$ cat src/rtl/dict_value_decompressor.sv
// dict_value_decompressor: expands packed codebook indices into a serial MSB-first bit stream
module dict_value_decompressor #(
   parameter int CHUNK_SIZE    = 4,
   parameter int CODEBOOK_SIZE = 8,
   parameter int INDEX_BITS    = $clog2(CODEBOOK_SIZE),
   parameter int NUM_CHUNKS    = 32
) (
   input  logic                             clk,
   input  logic                             rst_n,
   input  logic                             start,
   input  logic [NUM_CHUNKS*INDEX_BITS-1:0] compressed_input,
   output logic                             data_out,
   output logic                             data_valid,
   input  logic                             data_ready,
   output logic                             busy,
   output logic                             decompression_done
);
   localparam int CPW = $clog2(NUM_CHUNKS);
   localparam int BPW = $clog2(CHUNK_SIZE);
   // entry k lives at bits [k*CHUNK_SIZE +: CHUNK_SIZE]
   localparam logic [CODEBOOK_SIZE*CHUNK_SIZE-1:0] CODEBOOK = {
      4'b0111, 4'b1100, 4'b1000, 4'b1111, 4'b1011, 4'b1001, 4'b0010, 4'b0000
   };
   typedef enum logic [1:0] {IDLE, RUN, DONE} state_t;
   state_t                           state_q, state_d;
   logic [NUM_CHUNKS*INDEX_BITS-1:0] snap_q, snap_d;
   logic [CPW-1:0]                   chunk_q, chunk_d;
   logic [BPW-1:0]                   bit_q, bit_d;
   logic [INDEX_BITS-1:0]            idx;
   logic [CHUNK_SIZE-1:0]            cw;
   assign idx                = snap_q[chunk_q*INDEX_BITS +: INDEX_BITS];
   assign cw                 = CODEBOOK[idx*CHUNK_SIZE +: CHUNK_SIZE];
   assign data_valid         = state_q == RUN;
   assign busy               = state_q == RUN;
   assign decompression_done = state_q == DONE;
   // inverting the bit pointer walks the codeword from its MSB down
   assign data_out           = data_valid & cw[~bit_q];
   // next state: launch on start, advance pointers on each transfer, retire after the last bit
   always_comb begin
      state_d = state_q;
      snap_d  = snap_q;
      chunk_d = chunk_q;
      bit_d   = bit_q;
      unique case (state_q)
         IDLE: if (start) begin
            snap_d  = compressed_input;
            chunk_d = '0;
            bit_d   = '0;
            state_d = RUN;
         end
         RUN: if (data_ready) begin
            bit_d = bit_q + 1'b1;
            if (bit_q == BPW'(CHUNK_SIZE-1)) begin
               chunk_d = chunk_q + 1'b1;
               if (chunk_q == CPW'(NUM_CHUNKS-1)) state_d = DONE;
            end
         end
         DONE:    state_d = IDLE;
         default: state_d = IDLE;
      endcase
   end
   // state, snapshot and pointer registers
   always_ff @(posedge clk or negedge rst_n) begin
      if (!rst_n) begin
         state_q <= IDLE;
         snap_q  <= '0;
         chunk_q <= '0;
         bit_q   <= '0;
      end else begin
         state_q <= state_d;
         snap_q  <= snap_d;
         chunk_q <= chunk_d;
         bit_q   <= bit_d;
      end
   end
endmodule

$ cat config.mk
export PLATFORM = sky130hd
export DESIGN_NAME = dict_value_decompressor
export DESIGN_NICKNAME = d
export VERILOG_FILES = /design/src/rtl/dict_value_decompressor.sv
export SDC_FILE = /design/constraint.sdc
export NUM_CORES = 1
export LEC_CHECK = 0
export ABC_AREA = 0
export BUFFER_PORTS_ARGS = -buffer_cell sky130_fd_sc_hd__buf_2
export CAP_MARGIN = 20
export CORE_MARGIN = 2
export CORE_UTILIZATION = 25
export CTS_BUF_LIST = sky130_fd_sc_hd__clkbuf_4 sky130_fd_sc_hd__clkbuf_8 sky130_fd_sc_hd__clkbuf_16
export DETAILED_ROUTE_END_ITERATION = 16
export GPL_TIMING_DRIVEN = 1
export PLACE_DENSITY_LB_ADDON = 0.3
export SYNTH_ARGS = -nofsm -noshare
export SYNTH_HDL_FRONTEND = slang
export SYNTH_SLANG_ARGS = --single-unit
$ cat constraint.sdc
create_clock -name clk -period 5.6 [get_ports clk]
set_clock_uncertainty 0.2 [all_clocks]
set_input_delay 0.28 -clock clk [delete_from_list [all_inputs] [get_ports clk]]
set_output_delay 0.28 -clock clk [all_outputs]
set_load 0.005 [all_outputs]
==> results of run 1 <==
registers in the layout, indices dropped and copies added, names as in the netlist:
signal   flops
chunk_q      5
snap_q      96
bit_q        2
state_q      2
path summary, 6_finish.rpt:
kind / start / to / slack (ns) / cells past startpoint
worst max-delay path: chunk_q[1]$_DFFE_PN0P_ / data_out / 1.89 / 12
worst min-delay path: compressed_input[42] / snap_q[42]$_DFFE_PN0P_ / 0.02 / 2
worst max register to register: chunk_q[1]$_DFFE_PN0P_ / chunk_q[4]$_DFFE_PN0P_ / 3.35 / 5
worst min register to register: snap_q[10]$_DFFE_PN0P_ / snap_q[10]$_DFFE_PN0P_ / 0.30 / 1
max in group asynchronous: rst_n / snap_q[16]$_DFFE_PN0P_ / 3.69 / 3
min in group asynchronous: rst_n / snap_q[74]$_DFFE_PN0P_ / 0.29 / 2
power breakdown:
part / switching (mW) / internal [mW] / leakage, nW
Combinational: 0.290 / 0.432 / 1.67
Sequential: 0.136 / 0.856 / 1.30
Clock: 0.285 / 0.392 / 0.155
logic make-up after synthesis:
| logic type | after synthesis | synth area share (%) |
|---|---|---|
| AO/OA/AOI/OAI | 27 | 4.04 |
| multiplexers | 125 | 33.7 |
| flip-flops | 105 | 52.4 |
| buffers and inverters | 28 | 3.82 |
| AND/OR/NAND/NOR | 39 | 4.42 |
| adder cells (fa/ha/maj) | 5 | 1.25 |
| XOR/XNOR | 2 | 0.350 |
layer usage:
layer / up-vias / GRT usage [%]
met1: 1736 / 15.5
met4: 0 / 4.95
met3: 15 / 2.13
li1: 1630 / -
met5: - / 0
met2: 63 / 21.1
per-stage QoR:
step / utilization (%) / power [mW] / hold slack, ns / cells
2_1_floorplan: - / 1.49 / -0.216 / 331
3_3_place_gp: 29.3 / 1.65 / 0.117 / 682
3_5_place_dp: 29.3 / 1.67 / 0.127 / 682
4_1_cts: 35.7 / 2.40 / 0.000874 / 792
5_1_grt: 35.9 / 2.54 / 0.00860 / 794
6_report: 35.9 / 2.39 / 0.0229 / 794
layout make-up:
cell class                 count  area share (%)
inverter                       6           0.320
sequential                   105            37.4
tap                          265            4.71
multi-input combinational    198            31.3
timing repair buffer         204            21.8
clock buffer                   9            3.20
clock inverter                 7            1.35
cells in the final DEF, fill, tap and decap left out, drive strengths merged, types with 2 or more instances in the layout:
master,n
a22o,3
a22oi,5
a31oi,3
and2,2
and2b,4
and3,2
buf,109
bufinv,2
clkbuf,9
clkinv,4
dfrtp,105
dlygate4sd3,95
ha,5
inv,6
mux2,96
mux2i,7
mux4,22
nand2,7
nand2b,2
nand3,10
nor2,5
nor2b,3
o21ai,4
o22ai,3
xor2,2
==> metrics.sh, run 1 <==
HIGHEST-SIGNAL-LAYER='met4'
TIMING.FINAL.HOLD_VIOLATIONS=0
INITIAL_UTILIZATION_PCT=25.6
FIN_SETUP_TNS_NS=0
FILLERINSTANCES=1922
ANT_DIODES=0
GRT_SETUP_UNREPAIRED='no'
HOLDBUFCOUNTCTS=94
AREA_OF_THE_MULTI_INPUT_GATES_MM2=0.00220
GRT_MAX_DEGREE=63
SYNTHCELLS=331
IR_DROP_uV=167
FMAX_MHz=269
SYNTH.TOP_CELLS.BY_AREA='sky130_fd_sc_hd__dfrtp_1 (52%), sky130_fd_sc_hd__mux2_2 (22%), sky130_fd_sc_hd__mux4_1 (5.2%), sky130_fd_sc_hd__mux4_2 (4.5%), sky130_fd_sc_hd__mux2i_1 (1.4%)'
FINAL_CRITICAL_PATH_SETUP_SLACK_NS=1.89
DETAILEDROUTE.FIRSTITERATIONVIOLATIONS=94
HTREE_NUM_LEVELS=3
CRIT_FAMILY='flip-flops'
DPL-INSTANCE-AREA_MM2=0.00574
CP_SLOWEST_STAGE_DELAY_NS=1.06
DRCVIOLATIONCOUNT=0
GRT_PASS1_WL_UM=20300
GRTUSAGETOTAL_PCT=12.3
CTS_TREE='built'
SYN_AREA_MM2=0.00501
SYNTH_ENABLE_FLOP_CELLS=0
CLKTRANSATPATHREGS_NS=0.07
SETUP.WORST_PATH.START_CLASS='flop'
DETAILED_ROUTING_ITERATIONS_PASS_1=4
CLOCK_ROOT_BUFFER='sky130_fd_sc_hd__clkbuf_16'
RELSLEWSLACK_PCT=28.2
POST_CTS.REPAIR.SETUP_BUFFERS=0
SEQ_AREA_MM2=0.00263
SYNTH.LARGEST_AREA_CELL='sky130_fd_sc_hd__dfrtp_1'
VIAS_IN_THE_FIRST_GLOBAL_ROUTE=3758
CLK_LATENCY_NS=0.35
TIMING_WORST_SETUP_PATH_TYPE='flop to output pin'
VIA_COUNT=3444
TRITONCTS.NUM_BUFFERS=9
IO_BUFFERS=103
DIEHEIGHT_UM=146
STATIC-LEAKAGE-POWER_nW=3.12
CP.ARRIVAL_NS=3.23
ANTENNA_FOUND_INITIAL=0
SYNTHDOMINANTCELLAREASHARE_PCT=52.4
CTS.SINKS=105
MAXIMUM_CAPACITANCE_VIOLATIONS=0
POWER-PER-CELL-AREA_mW_PER_MM2=340
PIN_COUNT=104
WORSTPATHBUFFERINVERTERCOUNT=3
POST-SYNTH-TOP-COUNT-CELL='sky130_fd_sc_hd__dfrtp_1'
SYNTHARSTFLOPSHARE_PCT=100
SLOWEST_STAGE='sky130_fd_sc_hd__dfrtp_1'
DR_WL_MET3_UM=332
FINAL_NETS=629
POST_SYNTH.CELL_AREA_AVG_UM2=15.1
OVERFLOW=0
WORST-PATH-MAX-FANOUT=23
WORSTSETUPENDPOINTTYPE='output pin'
SYNTH_NETS=436
DPL.HPWL_UM=9030
MIN-DELAY-PATH-CLASS='input pin to flop'
PLACE.GP.CONGESTION=0.772
FINALSETUPVIOLCOUNT=0
YOSYSWARNINGS=0
STATUS='finished clean'
POST_SYNTH_MOST_FREQUENT_CELLS='sky130_fd_sc_hd__dfrtp_1 (105), sky130_fd_sc_hd__mux2_2 (96), sky130_fd_sc_hd__mux4_1 (10), sky130_fd_sc_hd__mux4_2 (10), sky130_fd_sc_hd__nand3_1 (10)'
FP.DIEW_UM=146
SYNTH_SEQ_AREA_SHARE_PCT=52.4
LAYOUT-AREA-OVERHEAD-VS-SYNTH_PCT=40.3
FINISH.INSTANCE_AREA_MM2=0.00703
SYNTHDISTINCTLIBCELLS=46
PRECTSSETUPSLACK_NS=1.96
FINAL_LAYOUT_SIZE_SUFFIX_GT1_SHARE_PCT=45.9
PATH_CELLS='buf_4 -> mux4_2 -> a21boi_0 -> nand3_1 -> nand2_2 -> inv_1 -> ha_1 -> nor2_1 -> o21ai_0 -> o311ai_1 -> and3_1 -> buf_2'
POST_DRT_WL_PER_CELL_UM=15.9
ANT_NETS=0
CP_DATA_REQUIRED_TIME_NS=5.12
TIMING_WORST_SLEW_PIN_VALUE_NS=1.08
FIN_CRIT_NS=3.71
MAXIMUM_BUFFER_DEPTH_OF_THE_CLOCK_TREE=2
WL_MET2_UM=6490
DIEAREA_MM2=0.0212
CTS.REPAIR.RESIZED=0
POSTSYNTHREGISTERBITS=105
YS.FLOP_TYPE='sky130_fd_sc_hd__dfrtp_1'
DRV_SLEW=0
VIASPERCELL=4.34
LAYOUT_WORST_PATH_CYCLE_SHARE_PCT=66.3
DRT-TOTAL-WL_UM=12600
CORE_AREA_MM2=0.0196
ROWS=51
DRT-MET1-WL_UM=5570
Power figures use the tool's default switching activity.
==> run 2, diff against run 1 <==
Clock period 5.6 ns to 3.15 ns, I/O delays scaled along.
==> metrics.sh, run 2 (synthesis results as in run 1) <==
GRTUSAGETOTAL_PCT=12.6
ANTENNA_FOUND_INITIAL=0
CP_DATA_REQUIRED_TIME_NS=2.79
FIN_CELLS=811
WORST_HOLD_SLACK_AFTER_FINAL_LAYOUT_NS=0.0283
POWER.COMBINATIONAL.FRACTION_PCT=38.2
SEQPWRFRAC_PCT=37.9
STATIC-LEAKAGE-POWER_nW=3.19
GRT_PASS1_WL_UM=20900
ROWS=51
VIAS_IN_THE_FIRST_GLOBAL_ROUTE=3912
SEQ_AREA_MM2=0.00263
CLOCK_ROOT_BUFFER='sky130_fd_sc_hd__clkbuf_16'
FP.DIEW_UM=146
CP.ARRIVAL_NS=2.74
CLKTRANSATPATHREGS_NS=0.07
LAYOUT_TOP_REGISTERS='snap_q: 96 flops, chunk_q: 5 flops'
MAXIMUM_CAPACITANCE_VIOLATIONS=0
FILLERINSTANCES=1911
IR_DROP_uV=321
FINISH.UTILIZATION_PCT=36.8
WORSTSETUPENDPOINTTYPE='output pin'
FMAX_MHz=322
TIMING_WORST_SETUP_PATH_TYPE='flop to output pin'
STATUS='finished clean'
DETAILEDROUTE.FIRSTITERATIONVIOLATIONS=75
TRITONCTS.NUM_BUFFERS=9
DPL.HPWL_UM=8940
VIA_COUNT=3508
SETUP.WORST_PATH.START_CLASS='flop'
PATH_CELLS='buf_8 -> buf_12 -> mux4_2 -> a22oi_2 -> nand3_1 -> nand2_2 -> inv_1 -> ha_1 -> nor2_1 -> o21ai_1 -> o311ai_1 -> and3_1 -> buf_2'
MAXIMUM_BUFFER_DEPTH_OF_THE_CLOCK_TREE=2
POWER.TOTAL_mW=4.42
ANT_NETS=0
FINAL_NETS=646
IO_BUFFERS=103
GRT_MAX_DEGREE=70
PIN_COUNT=104
SWITCHING_SHARE_PCT=31.1
CORE_AREA_MM2=0.0196
POWER-PER-CELL-AREA_mW_PER_MM2=612
MIN-DELAY-PATH-CLASS='input pin to flop'
DRV_SLEW=0
PLACED_CELLS_INCL_TAPS=687
TIMING.FINAL.HOLD_VIOLATIONS=0
POWER.INTERNAL_mW=3.04
CTS_TREE='built'
LARGEST-REGISTER='snap_q'
INITIAL_UTILIZATION_PCT=25.6
DRT-TOTAL-WL_UM=12800
PLACE.GP.CONGESTION=0.777
SLOWEST_STAGE='sky130_fd_sc_hd__mux4_2'
CTS.SINKS=105
HTREE_NUM_LEVELS=3
VIASPERCELL=4.33
CP_SLOWEST_STAGE_DELAY_NS=0.53
POST_DRT_WL_PER_CELL_UM=15.7
WORST-PATH-MAX-FANOUT=5
FINAL_LAYOUT_SIZE_SUFFIX_GT1_SHARE_PCT=49.1
FIN_CRIT_NS=3.10
GRT_SETUP_UNREPAIRED='yes'
ANT_DIODES=0
CLKPWRFRAC_PCT=23.9
LEADING_CELL_TYPE_IN_THE_LAYOUT_FILL_AND_TAPS_EXCLUDED='sky130_fd_sc_hd__dfrtp_1'
DIEHEIGHT_UM=146
DRCVIOLATIONCOUNT=0
OVERFLOW=0
SWITCHING_POWER_mW=1.38
LAYOUT_WORST_PATH_CYCLE_SHARE_PCT=98.5
MAX_REG_FLOPS=96
TIMING_WORST_SLEW_PIN_VALUE_NS=0.882
DIEAREA_MM2=0.0212
CLK_LATENCY_NS=0.35
RELSLEWSLACK_PCT=41.2
FINALSETUPVIOLCOUNT=0
LAYOUT-AREA-OVERHEAD-VS-SYNTH_PCT=44.0
DETAILED_ROUTING_ITERATIONS_PASS_1=4
AREA_OF_THE_MULTI_INPUT_GATES_MM2=0.00224
MOST_FREQUENT_CELLS_IN_THE_LAYOUT='sky130_fd_sc_hd__dfrtp_1 (104), sky130_fd_sc_hd__buf_2 (102), sky130_fd_sc_hd__dlygate4sd3_1 (98)'
-- run 2: cell count changes in the layout (fill, tap and decap cells not counted), sizes merged --
cell         change
clkinvlp         -1
inv              +2
buf             +14
bufinv           -2
dlygate4sd3      +3
clkbuf           +1
-- run 2: area by class of cell --
class                   count  area share (%)
clock buffers              10            3.23
multi-input cells         198            31.1
well taps                 265            4.60
flip-flops and latches    105            36.4
inverters                   6           0.312
repair buffers            221            23.8
clock inverters             6           0.572
-- run 2: metrics by stage --
stage          area [µm²]  setup WS [ns]  setup TNS (ns)
2_1_floorplan        5010          0.670               0
3_3_place_gp         5790          0.292               0
3_5_place_dp         5790          0.306               0
4_1_cts              7110         0.0358               0
5_1_grt              7220        -0.0921         -0.0921
6_report             7220         0.0476               0
-- run 2: repair_timing --
action	CTS	global route
buffers inserted	4	6
resized for setup	11	13
hold endpoints to repair	165	0
hold buffers	98	0
endpoints found under the setup margin	1	1
pin swaps	3	6
-- run 2: power by group through the flow --
stage / sequential (mW) / clock, mW / combinational (mW)
floorplan: 1.62 / 0 / 1.03
CTS: 1.67 / 1.09 / 1.53
global route: 1.70 / 1.15 / 1.85
finish: 1.67 / 1.06 / 1.69
global placement: 1.68 / 0 / 1.29
detailed placement: 1.69 / 0 / 1.32
-- run 2: critical path: cells and delay by family, from the launching register on --
| family | cells | cell delay (ns) |
|---|---|---|
| AO/OA/AOI/OAI | 3 | 0.29 |
| adder cells (fa/ha/maj) | 1 | 0.19 |
| buffers and inverters | 4 | 0.42 |
| flip-flops | 1 | 0.42 |
| multiplexers | 1 | 0.53 |
| AND/OR/NAND/NOR | 4 | 0.52 |
-- run 2: metal layers --
metal,GRT usage [%],up-vias,part of all wire [%]
met5,0,-,0
met1,15.5,1759,43
met2,21.7,74,51
li1,-,1656,-
met4,5.54,0,2.4
met3,2.26,19,3.0
-- run 2: path summary, 6_finish.rpt --
check | depth (start not counted) | startpoint | endpoint | slack [ns]
worst min-delay path | 3 | start | state_q[0]$_DFFE_PN0P_ | 0.03
max in group asynchronous | 3 | rst_n | snap_q[12]$_DFFE_PN0P_ | 1.64
worst max register to register | 3 | state_q[0]$_DFFE_PN0P_ | snap_q[0]$_DFFE_PN0P_ | 1.09
min in group asynchronous | 2 | rst_n | snap_q[84]$_DFFE_PN0P_ | 0.27
worst min register to register | 1 | snap_q[30]$_DFFE_PN0P_ | snap_q[30]$_DFFE_PN0P_ | 0.31
worst max-delay path | 13 | chunk_q[0]$_DFFE_PN0P_ | data_out | 0.05
